--- src/rtl/xbar_sched_pkg.sv ---
// Shared types and width helpers for the crossbar packet scheduler.
package xbar_sched_pkg;

    typedef enum logic {IDLE, LOCKED} xbar_sched_state_e;

    // Index width that stays at least one bit wide for degenerate sizes.
    function automatic int idx_width(input int n);
        return (n > 1) ? $clog2(n) : 1;
    endfunction

endpackage

--- src/rtl/xbar_sched_if.sv ---
// Requester/output handshake bundle between the crossbar datapath side and the scheduler.
interface xbar_sched_if
    import xbar_sched_pkg::*;
#(
    parameter int NUM_INPUT  = 4,
    parameter int NUM_OUTPUT = 4
);
    localparam int SEL_W  = idx_width(NUM_INPUT);
    localparam int DEST_W = idx_width(NUM_OUTPUT);

    logic [NUM_INPUT-1:0]                  req_valid;
    logic [NUM_INPUT-1:0][DEST_W-1:0]      req_dest;
    logic [NUM_INPUT-1:0]                  req_last;
    logic [NUM_INPUT-1:0]                  req_ready;
    logic [NUM_OUTPUT-1:0]                 out_valid;
    logic [NUM_OUTPUT-1:0]                 out_ready;
    logic [NUM_OUTPUT-1:0][SEL_W-1:0]      select_vector;

    modport master (
        output req_valid, req_dest, req_last, out_ready,
        input  req_ready, out_valid, select_vector
    );

    modport slave (
        input  req_valid, req_dest, req_last, out_ready,
        output req_ready, out_valid, select_vector
    );

endinterface

--- src/rtl/xbar_sched_rr_arbiter.sv ---
// Combinational round-robin pick: first asserted request scanning upward from ptr, wrapping.
module rr_arbiter
    import xbar_sched_pkg::*;
#(
    parameter int  NUM_REQ = 4,
    localparam int IDX_W   = idx_width(NUM_REQ)
) (
    input  logic [NUM_REQ-1:0] req,
    input  logic [IDX_W-1:0]   ptr,
    output logic               grant_valid,
    output logic [IDX_W-1:0]   grant_idx
);

    // NOTE: defaults first so every path assigns both outputs; no latch is inferred.
    always_comb begin
        grant_valid = 1'b0;
        grant_idx   = '0;
        // Scan farthest-first so the candidate closest to ptr is written last and wins.
        for (int k = NUM_REQ - 1; k >= 0; k--) begin
            int idx;
            idx = (int'(ptr) + k) % NUM_REQ;
            if (req[idx[IDX_W-1:0]]) begin
                grant_valid = 1'b1;
                grant_idx   = idx[IDX_W-1:0];
            end
        end
    end

endmodule

--- src/rtl/xbar_sched.sv ---
// Crossbar packet scheduler: one round-robin arbiter per output, grant held for a whole packet.
module xbar_sched
    import xbar_sched_pkg::*;
#(
    parameter int NUM_INPUT  = 4,
    parameter int NUM_OUTPUT = 4
) (
    input  logic        clk_i,
    input  logic        rst_i,
    xbar_sched_if.slave bus
);

    localparam int SEL_W = idx_width(NUM_INPUT);

    xbar_sched_state_e                 state [NUM_OUTPUT];
    logic [NUM_OUTPUT-1:0][SEL_W-1:0]  sel;
    logic [NUM_OUTPUT-1:0][SEL_W-1:0]  rr_ptr;
    logic [NUM_OUTPUT-1:0][NUM_INPUT-1:0] match;
    logic [NUM_OUTPUT-1:0]             grant_valid;
    logic [NUM_OUTPUT-1:0][SEL_W-1:0]  grant_idx;

    // Out-of-range destinations never equal any output index, so they never win.
    always_comb begin
        match = '0;
        for (int o = 0; o < NUM_OUTPUT; o++) begin
            for (int i = 0; i < NUM_INPUT; i++) begin
                match[o][i] = bus.req_valid[i] && (int'(bus.req_dest[i]) == o);
            end
        end
    end

    for (genvar o = 0; o < NUM_OUTPUT; o++) begin : g_arb
        rr_arbiter #(.NUM_REQ(NUM_INPUT)) u_arb (
            .req         (match[o]),
            .ptr         (rr_ptr[o]),
            .grant_valid (grant_valid[o]),
            .grant_idx   (grant_idx[o])
        );
    end

    // NOTE: sequential state uses <= only, so every output FSM sees pre-edge values of the others.
    always_ff @(posedge clk_i) begin
        if (rst_i) begin
            for (int o = 0; o < NUM_OUTPUT; o++) begin
                state[o] <= IDLE;
            end
            sel    <= '0;
            rr_ptr <= '0;
        end else begin
            for (int o = 0; o < NUM_OUTPUT; o++) begin
                case (state[o])
                    IDLE: begin
                        if (grant_valid[o]) begin
                            sel[o]   <= grant_idx[o];
                            state[o] <= LOCKED;
                        end
                    end
                    LOCKED: begin
                        if (bus.req_valid[sel[o]] && bus.out_ready[o] && bus.req_last[sel[o]]) begin
                            state[o]  <= IDLE;
                            rr_ptr[o] <= (int'(sel[o]) == NUM_INPUT - 1) ? '0 : sel[o] + SEL_W'(1);
                        end
                    end
                endcase
            end
        end
    end

    // An input targets one output at a time, so at most one output ever drives its ready bit.
    always_comb begin
        bus.out_valid = '0;
        bus.req_ready = '0;
        for (int o = 0; o < NUM_OUTPUT; o++) begin
            if (!rst_i && state[o] == LOCKED) begin
                bus.out_valid[o] = bus.req_valid[sel[o]];
                if (bus.out_ready[o]) begin
                    bus.req_ready[sel[o]] = 1'b1;
                end
            end
        end
    end

    assign bus.select_vector = sel;

endmodule

--- src/flat_wrapper.sv ---
// flat-port wrapper written by rule: the top's interface ports become plain ports
module xbar_sched_flat import xbar_sched_pkg::*;
#(
    parameter int NUM_INPUT  = 4,
    parameter int NUM_OUTPUT = 4
)
  (clk_i, rst_i, bus_req_valid, bus_req_dest, bus_req_last, bus_out_ready, bus_req_ready, bus_out_valid, bus_select_vector);
  xbar_sched_if #(.NUM_INPUT(NUM_INPUT), .NUM_OUTPUT(NUM_OUTPUT)) bus_i ();
  input  logic clk_i;
  input  logic rst_i;
  input wire logic [$bits(bus_i.req_valid)-1:0] bus_req_valid;
  input wire logic [$bits(bus_i.req_dest)-1:0] bus_req_dest;
  input wire logic [$bits(bus_i.req_last)-1:0] bus_req_last;
  input wire logic [$bits(bus_i.out_ready)-1:0] bus_out_ready;
  output wire logic [$bits(bus_i.req_ready)-1:0] bus_req_ready;
  output wire logic [$bits(bus_i.out_valid)-1:0] bus_out_valid;
  output wire logic [$bits(bus_i.select_vector)-1:0] bus_select_vector;
  assign bus_i.req_valid = bus_req_valid;
  assign bus_i.req_dest = bus_req_dest;
  assign bus_i.req_last = bus_req_last;
  assign bus_i.out_ready = bus_out_ready;
  assign bus_req_ready = bus_i.req_ready;
  assign bus_out_valid = bus_i.out_valid;
  assign bus_select_vector = bus_i.select_vector;
  xbar_sched #(.NUM_INPUT(NUM_INPUT), .NUM_OUTPUT(NUM_OUTPUT)) u_core (.clk_i(clk_i), .rst_i(rst_i), .bus(bus_i));
endmodule
--- config.mk ---
export PLATFORM = sky130hd
export DESIGN_NAME = xbar_sched_flat
export DESIGN_NICKNAME = d
export VERILOG_FILES = /design/src/rtl/xbar_sched_pkg.sv /design/src/rtl/xbar_sched_if.sv /design/src/rtl/xbar_sched_rr_arbiter.sv /design/src/rtl/xbar_sched.sv /design/src/flat_wrapper.sv
export SDC_FILE = /design/constraint.sdc
export NUM_CORES = 1
export LEC_CHECK = 0
export CORE_MARGIN = 4
export CORE_UTILIZATION = 30
export CTS_CLUSTER_SIZE = 14
export DETAILED_ROUTE_END_ITERATION = 16
export REMOVE_ABC_BUFFERS = 1
export SLEW_MARGIN = 5
export SYNTH_ARGS = -nofsm -noshare
export SYNTH_HDL_FRONTEND = slang
export SYNTH_HIERARCHICAL = 1
export SYNTH_SLANG_ARGS = --single-unit
--- constraint.sdc ---
create_clock -name clk_i -period 4.4 [get_ports clk_i]
set_input_delay 0.88 -clock clk_i [delete_from_list [all_inputs] [get_ports clk_i]]
set_output_delay 0.88 -clock clk_i [all_outputs]
set_load 0.02 [all_outputs]
# Word-level counts from Yosys, hierarchy flattened
# Memory sizes are Yosys's and may differ from the RTL's.
# Index checks and enable logic that the tools add are counted.
# op_classes
bitwise	15
n_addsub	16
n_mux	146
n_reduce_logical	45
n_lt_le_gt_ge	24
eq_ne	16
# op_table
operator	count
1-bit 2-to-1 mux	90
2-bit by 3-bit < comparator with 1-bit output, second input constant	20
1-bit binary-select mux with 2-bit select	24
2-bit 2-to-1 mux	20
1-bit logical AND	32
4-bit 2-to-1 mux	8
2-bit by 1-bit adder with 2-bit output, second input constant	8
2-bit adder, second input constant	8
2-bit by 1-bit equality test with 1-bit output, second input constant	8
2-bit equality test, second input constant	8
2-bit AND reduction	8
4-bit OR	3
1-bit demux with 2-bit select	4
2-bit by 1-bit >= comparator with 1-bit output, second input constant	4
2-bit zero test	4
1-bit OR	8
1-bit NOT	4
1-bit zero test	1
# totals
mem_count	1
ram_bits	4
word_cells	271
ff_bits	16
out_inout_bits	16
input_bits	22
# mem_list
name	depth	width	read_ports	rd_ports_with_merged_regs	write_ports	line	text
u_core.state	4	1	4	0	4	xbar_sched.sv:15	xbar_sched_state_e state [NUM_OUTPUT];

# Logic depth before layout (Yosys ltp)
# logic_depth
ltp_word	15
depth_mapped	9
depth_no_buf	8

# Cells and area by module
# Netlist, hierarchy kept.
# by_module_without_submodules
mod	seq_area_each_um2	instances	area_each_um2	cells_per_inst
xbar_sched	440.4	1	1536.5	175
rr_arbiter	0.0	4	77.6	13

# Worst setup path after synthesis
# OpenSTA, ideal clock, no wires.
# synth_timing
path_kind	input port to output port
startpoint	in bus_req_valid[2]
endpoint	out bus_out_valid[1]
path_stages	3
setup_slack_ps	1782
required_ps	3520
arrival_time_ps	1738
n_path_buf	1
path_cell_list	buf_2 mux4_1 and3_1
# synth_via
elab_chain_cells	3
# synth_lines
item	line	text
start, declared	flat_wrapper.sv:11	input wire logic [$bits(bus_i.req_valid)-1:0] bus_req_valid;
1-bit binary-select mux with 2-bit select	xbar_sched.sv:75	bus.out_valid[o] = bus.req_valid[sel[o]];
1-bit 2-to-1 mux (not written as such)	xbar_sched.sv:75	
1-bit 2-to-1 mux	xbar_sched.sv:74	if (!rst_i && state[o] == LOCKED) begin
end, declared	flat_wrapper.sv:16	output wire logic [$bits(bus_i.out_valid)-1:0] bus_out_valid;
# No other way between the ends. The select of a mux whose other input is x is not followed.

# Worst setup path after layout
# layout_timing
startpoint	in bus_req_valid[1]
endpoint	out bus_out_valid[0]
# Same word-level chain as after synthesis.

==> impl_summary.txt <==
----------------------------------------------------
[Outcome]
  Result of the run ... finished clean

[Clock tree]
  CTS Buf Count ... 3
  CTS tree ... built
  Clock root buffer master ... sky130_fd_sc_hd__clkbuf_8
  Post-CTS setup buffer count ... 0
  Htree depth ... 1
  Insertion delay of the later-clocked pin in the worst-skew pair ... 0.26 ns
  Maximum count of clock buffers along a single path ... 2
  CTS Sinks ... 20
  Post-cts repair resize count ... 0
  Hold buffers post-CTS ... 0
  Clock edge transition at the registers on the reported setup and hold paths ... 0.08 ns

[STA]
  Final critical-path required period ... 3.686 ns
  Final number of hold-violating endpoints ... 0
  Worst hold slack ... approximately 0.53 ns
  Final period util ... a little over four fifths
  Max Clk Rate ... 0.2713 GHz
  Final setup violation count ... 0
  Setup ws final ... between 0.7 and 0.8 ns
  Normalized max-slew margin ... 66.31%
  Final-report max-slew violation count ... 0
  Worst Tran Pin Value ... 0.5042 ns
  Final TNS setup ... 0 ns
  RSZ-0062 raised after global routing ... no
  Maximum clock skew at final layout ... 0.0004615 ns

[Global route]
  Initial antenna violation count ... 0
  Global-route usage over all layers ... 14.16%
  Vias in the first global route ... 1713
  Maximum number of pins on one net before global-route repair ... 25
  First-pass GRT wire length ... 8383 µm
  Remaining global-route overflow ... 0

[Placed design]
  Number of I/O port buffers ... 37
  Placer Congestion ... 0.8922
  Post-detailed-placement half-perimeter wirelength ... 3945 µm
  Worst slack, placed ... 0.7374 ns

[Route]
  DR vias/cell ... about 5.2
  Detailed-routing iteration count for the pre-antenna-repair pass ... 4
  Post-detailed-route wirelength per cell ... 15.14 µm
  Starting DRC count in detailed routing ... 89
  Final WL ... 5134 µm
  Number of remaining DRC errors ... 0
  Routed via count ... 1756
  Remaining antenna violation count ... 0

[Worst setup path]
  Cell class contributing the biggest share of worst-path delay ... buffers and inverters
  WS Path Type ... in2out
  CP endpoint kind ... output pin
  Delay of the slowest cell on the worst path ... 0.61 ns
  Largest fanout on the critical path ... 9
  Nature of the critical path startpoint ... input pin
  Required time of the worst setup path ... 3.52 ns
  Arrival @ worst endpoint ... roughly 2.8 ns
  Cell chain of the critical path ... clkdlybuf4s50_1 -> mux4_1 -> and3_1 -> clkdlybuf4s50_1
  Library cell contributing the largest single delay on the critical path ... sky130_fd_sc_hd__mux4_1
  Number of buffers and inverters on the critical path ... 2
  Dominant cell type by count on the critical path ... sky130_fd_sc_hd__clkdlybuf4s50_1

[Synthesis]
  Largest cells by area after synthesis ... sky130_fd_sc_hd__dfxtp_1 (17%), sky130_fd_sc_hd__ha_1 (11%), sky130_fd_sc_hd__nor2_1 (8.9%), sky130_fd_sc_hd__mux4_1 (7.1%), sky130_fd_sc_hd__edfxtp_1 (6.5%)
  Share of synthesized registers carrying an async set or reset ... 0%
  Post-synthesis sequential area ratio ... about a quarter
  Number of enable-type register cells in the synthesized netlist ... 4
  Most used standard cells in the synthesized netlist ... sky130_fd_sc_hd__nor2_1 (44), sky130_fd_sc_hd__nand2_1 (25), sky130_fd_sc_hd__a21oi_1 (19)
  Share of the synthesized area in the top cell type ... 17.34%
  Most instantiated library cell after synthesis ... sky130_fd_sc_hd__nor2_1
  Yosys warning count ... 6
  Synthesized netlist cell count ... 227
  Unique masters post-synth ... 35
  Netlist Area Pre-Place ... 0.001847 mm²
  Post-Synthesis Mean Instance Area ... 8.136 µm²
  Cell taking the most area after synthesis ... sky130_fd_sc_hd__dfxtp_1
  Post-synthesis register bit count ... 20
  Primary flip-flop cell chosen by synthesis mapping ... sky130_fd_sc_hd__dfxtp_1

[Layout]
  Number of diodes ... 0
  # nets final ... ~300
  FILL cells ... 618
  Signed area change from the synthesized netlist to the final layout ... 26.90%
  Layout cells sized above 1 ... just over 7%
  End-of-flow core utilization ... about two fifths
  Register area ... 440.4 µm²
  Multi-input gate area ... 0.001356 mm²

[Floorplan]
  Full die area ... 0.007475 mm²
  Vertical extent of the die ... 86.46 µm
  Width of the chip ... 86.46 µm
  Core outline area ... 0.005956 mm²
  Boundary pin count ... 38
  Count of standard-cell rows ... 28
  Starting density of the core ... between 30 and 40%

[Power and ir drop]
  Leakage power figure ... between 0.8 and 0.9 nW
  Highest ir drop seen on vdd ... 0.08921 mV
  Pwr dens ... 205.2 mW/mm²

[Flow run]
  Max-capacitance violation count ... 0

[Min path]
  Path type of the worst min-delay path ... reg2reg

----------------------------------------------------
==> power breakdown <==
group	switching, mW	internal, mW	leakage (nW)
Sequential	0.0159	0.199	0.172
Combinational	0.0755	0.0699	0.687
Clock	0.0602	0.0610	0.0216
==> through the flow <==
step           cell area (µm²)  power, mW  cells
2_1_floorplan             1831     0.2966    223
3_3_place_gp              2302     0.3624    336
3_5_place_dp              2302     0.3631    336
4_1_cts                   2344     0.4869    339
5_1_grt                   2344     0.5143    339
6_report                  2344     0.4809    339
==> placed cells by master, fill, tap and decap left out, drive strengths merged, types with 2 or more instances in the layout <==
master         instances
mux2i                  6
clkdlybuf4s50         37
edfxtp                 4
inv                    9
a21oi                 19
and3                   8
a211oi                 8
and2                   6
clkbuf                 3
nor2b                  6
or3                    4
nand2                 28
nor2                  44
a32oi                  8
dfxtp                 16
nor3                   2
nand3                  2
ha                    16
mux2                   3
mux4                   7
o21ai                  4
nor3b                  8
nand2b                 8
==> metal layers <==
| layer | share of wire, % | wire (µm) | GRT usage, % | vias to the layer above |
|---|---|---|---|---|
| li1 | - | - | - | 892 |
| met4 | 1.6 | 80 | 4.533 | 0 |
| met3 | 7.0 | 361 | 2.091 | 6 |
| met1 | 48 | 2467 | 19.92 | 803 |
| met5 | 0 | 0 | 0 | - |
| met2 | 43 | 2225 | 22.25 | 55 |
==> worst paths after layout <==
kind	startpoint	cells past startpoint	slack, ns	end
min reg2reg	u_core/rr_ptr[6]	2	0.53	u_core/rr_ptr[6]
max	bus_req_valid[1]	4	0.71	bus_out_valid[0]
max reg2reg	u_core/bus.select_vector[0]	4	2.62	u_core/rr_ptr[0]
min	u_core/rr_ptr[6]	2	0.53	u_core/rr_ptr[6]
==> area by class of cell <==
| class | instances | share of cell area [%] |
|---|---|---|
| clock buffers | 3 | 1.762 |
| inverters | 9 | 1.442 |
| multi-input cells | 194 | 57.87 |
| flip-flops and latches | 20 | 18.79 |
| well taps | 75 | 4.004 |
| repair buffers | 38 | 16.12 |
==> cell families after synthesis <==
logic type	share of synthesized area, %
compound gates	15.79
fa+ha+maj	10.84
buf+inv	2.710
flops	23.85
mux	14.63
simple gates	32.18
==> registers in the layout (all words and copies together), names as in the netlist <==
signal	cells
u_core/state	4
u_core/rr_ptr	8
u_core/bus.select_vector	8
==> worst register-to-register path, cell delays in order (launching register included) <==
cell	delay, ns
sky130_fd_sc_hd__dfxtp_1	0.37
sky130_fd_sc_hd__inv_1	0.15
sky130_fd_sc_hd__mux4_1	0.63
sky130_fd_sc_hd__nor2_1	0.18
sky130_fd_sc_hd__mux2_2	0.35
No activity file was read; power rests on OpenSTA's default activity.
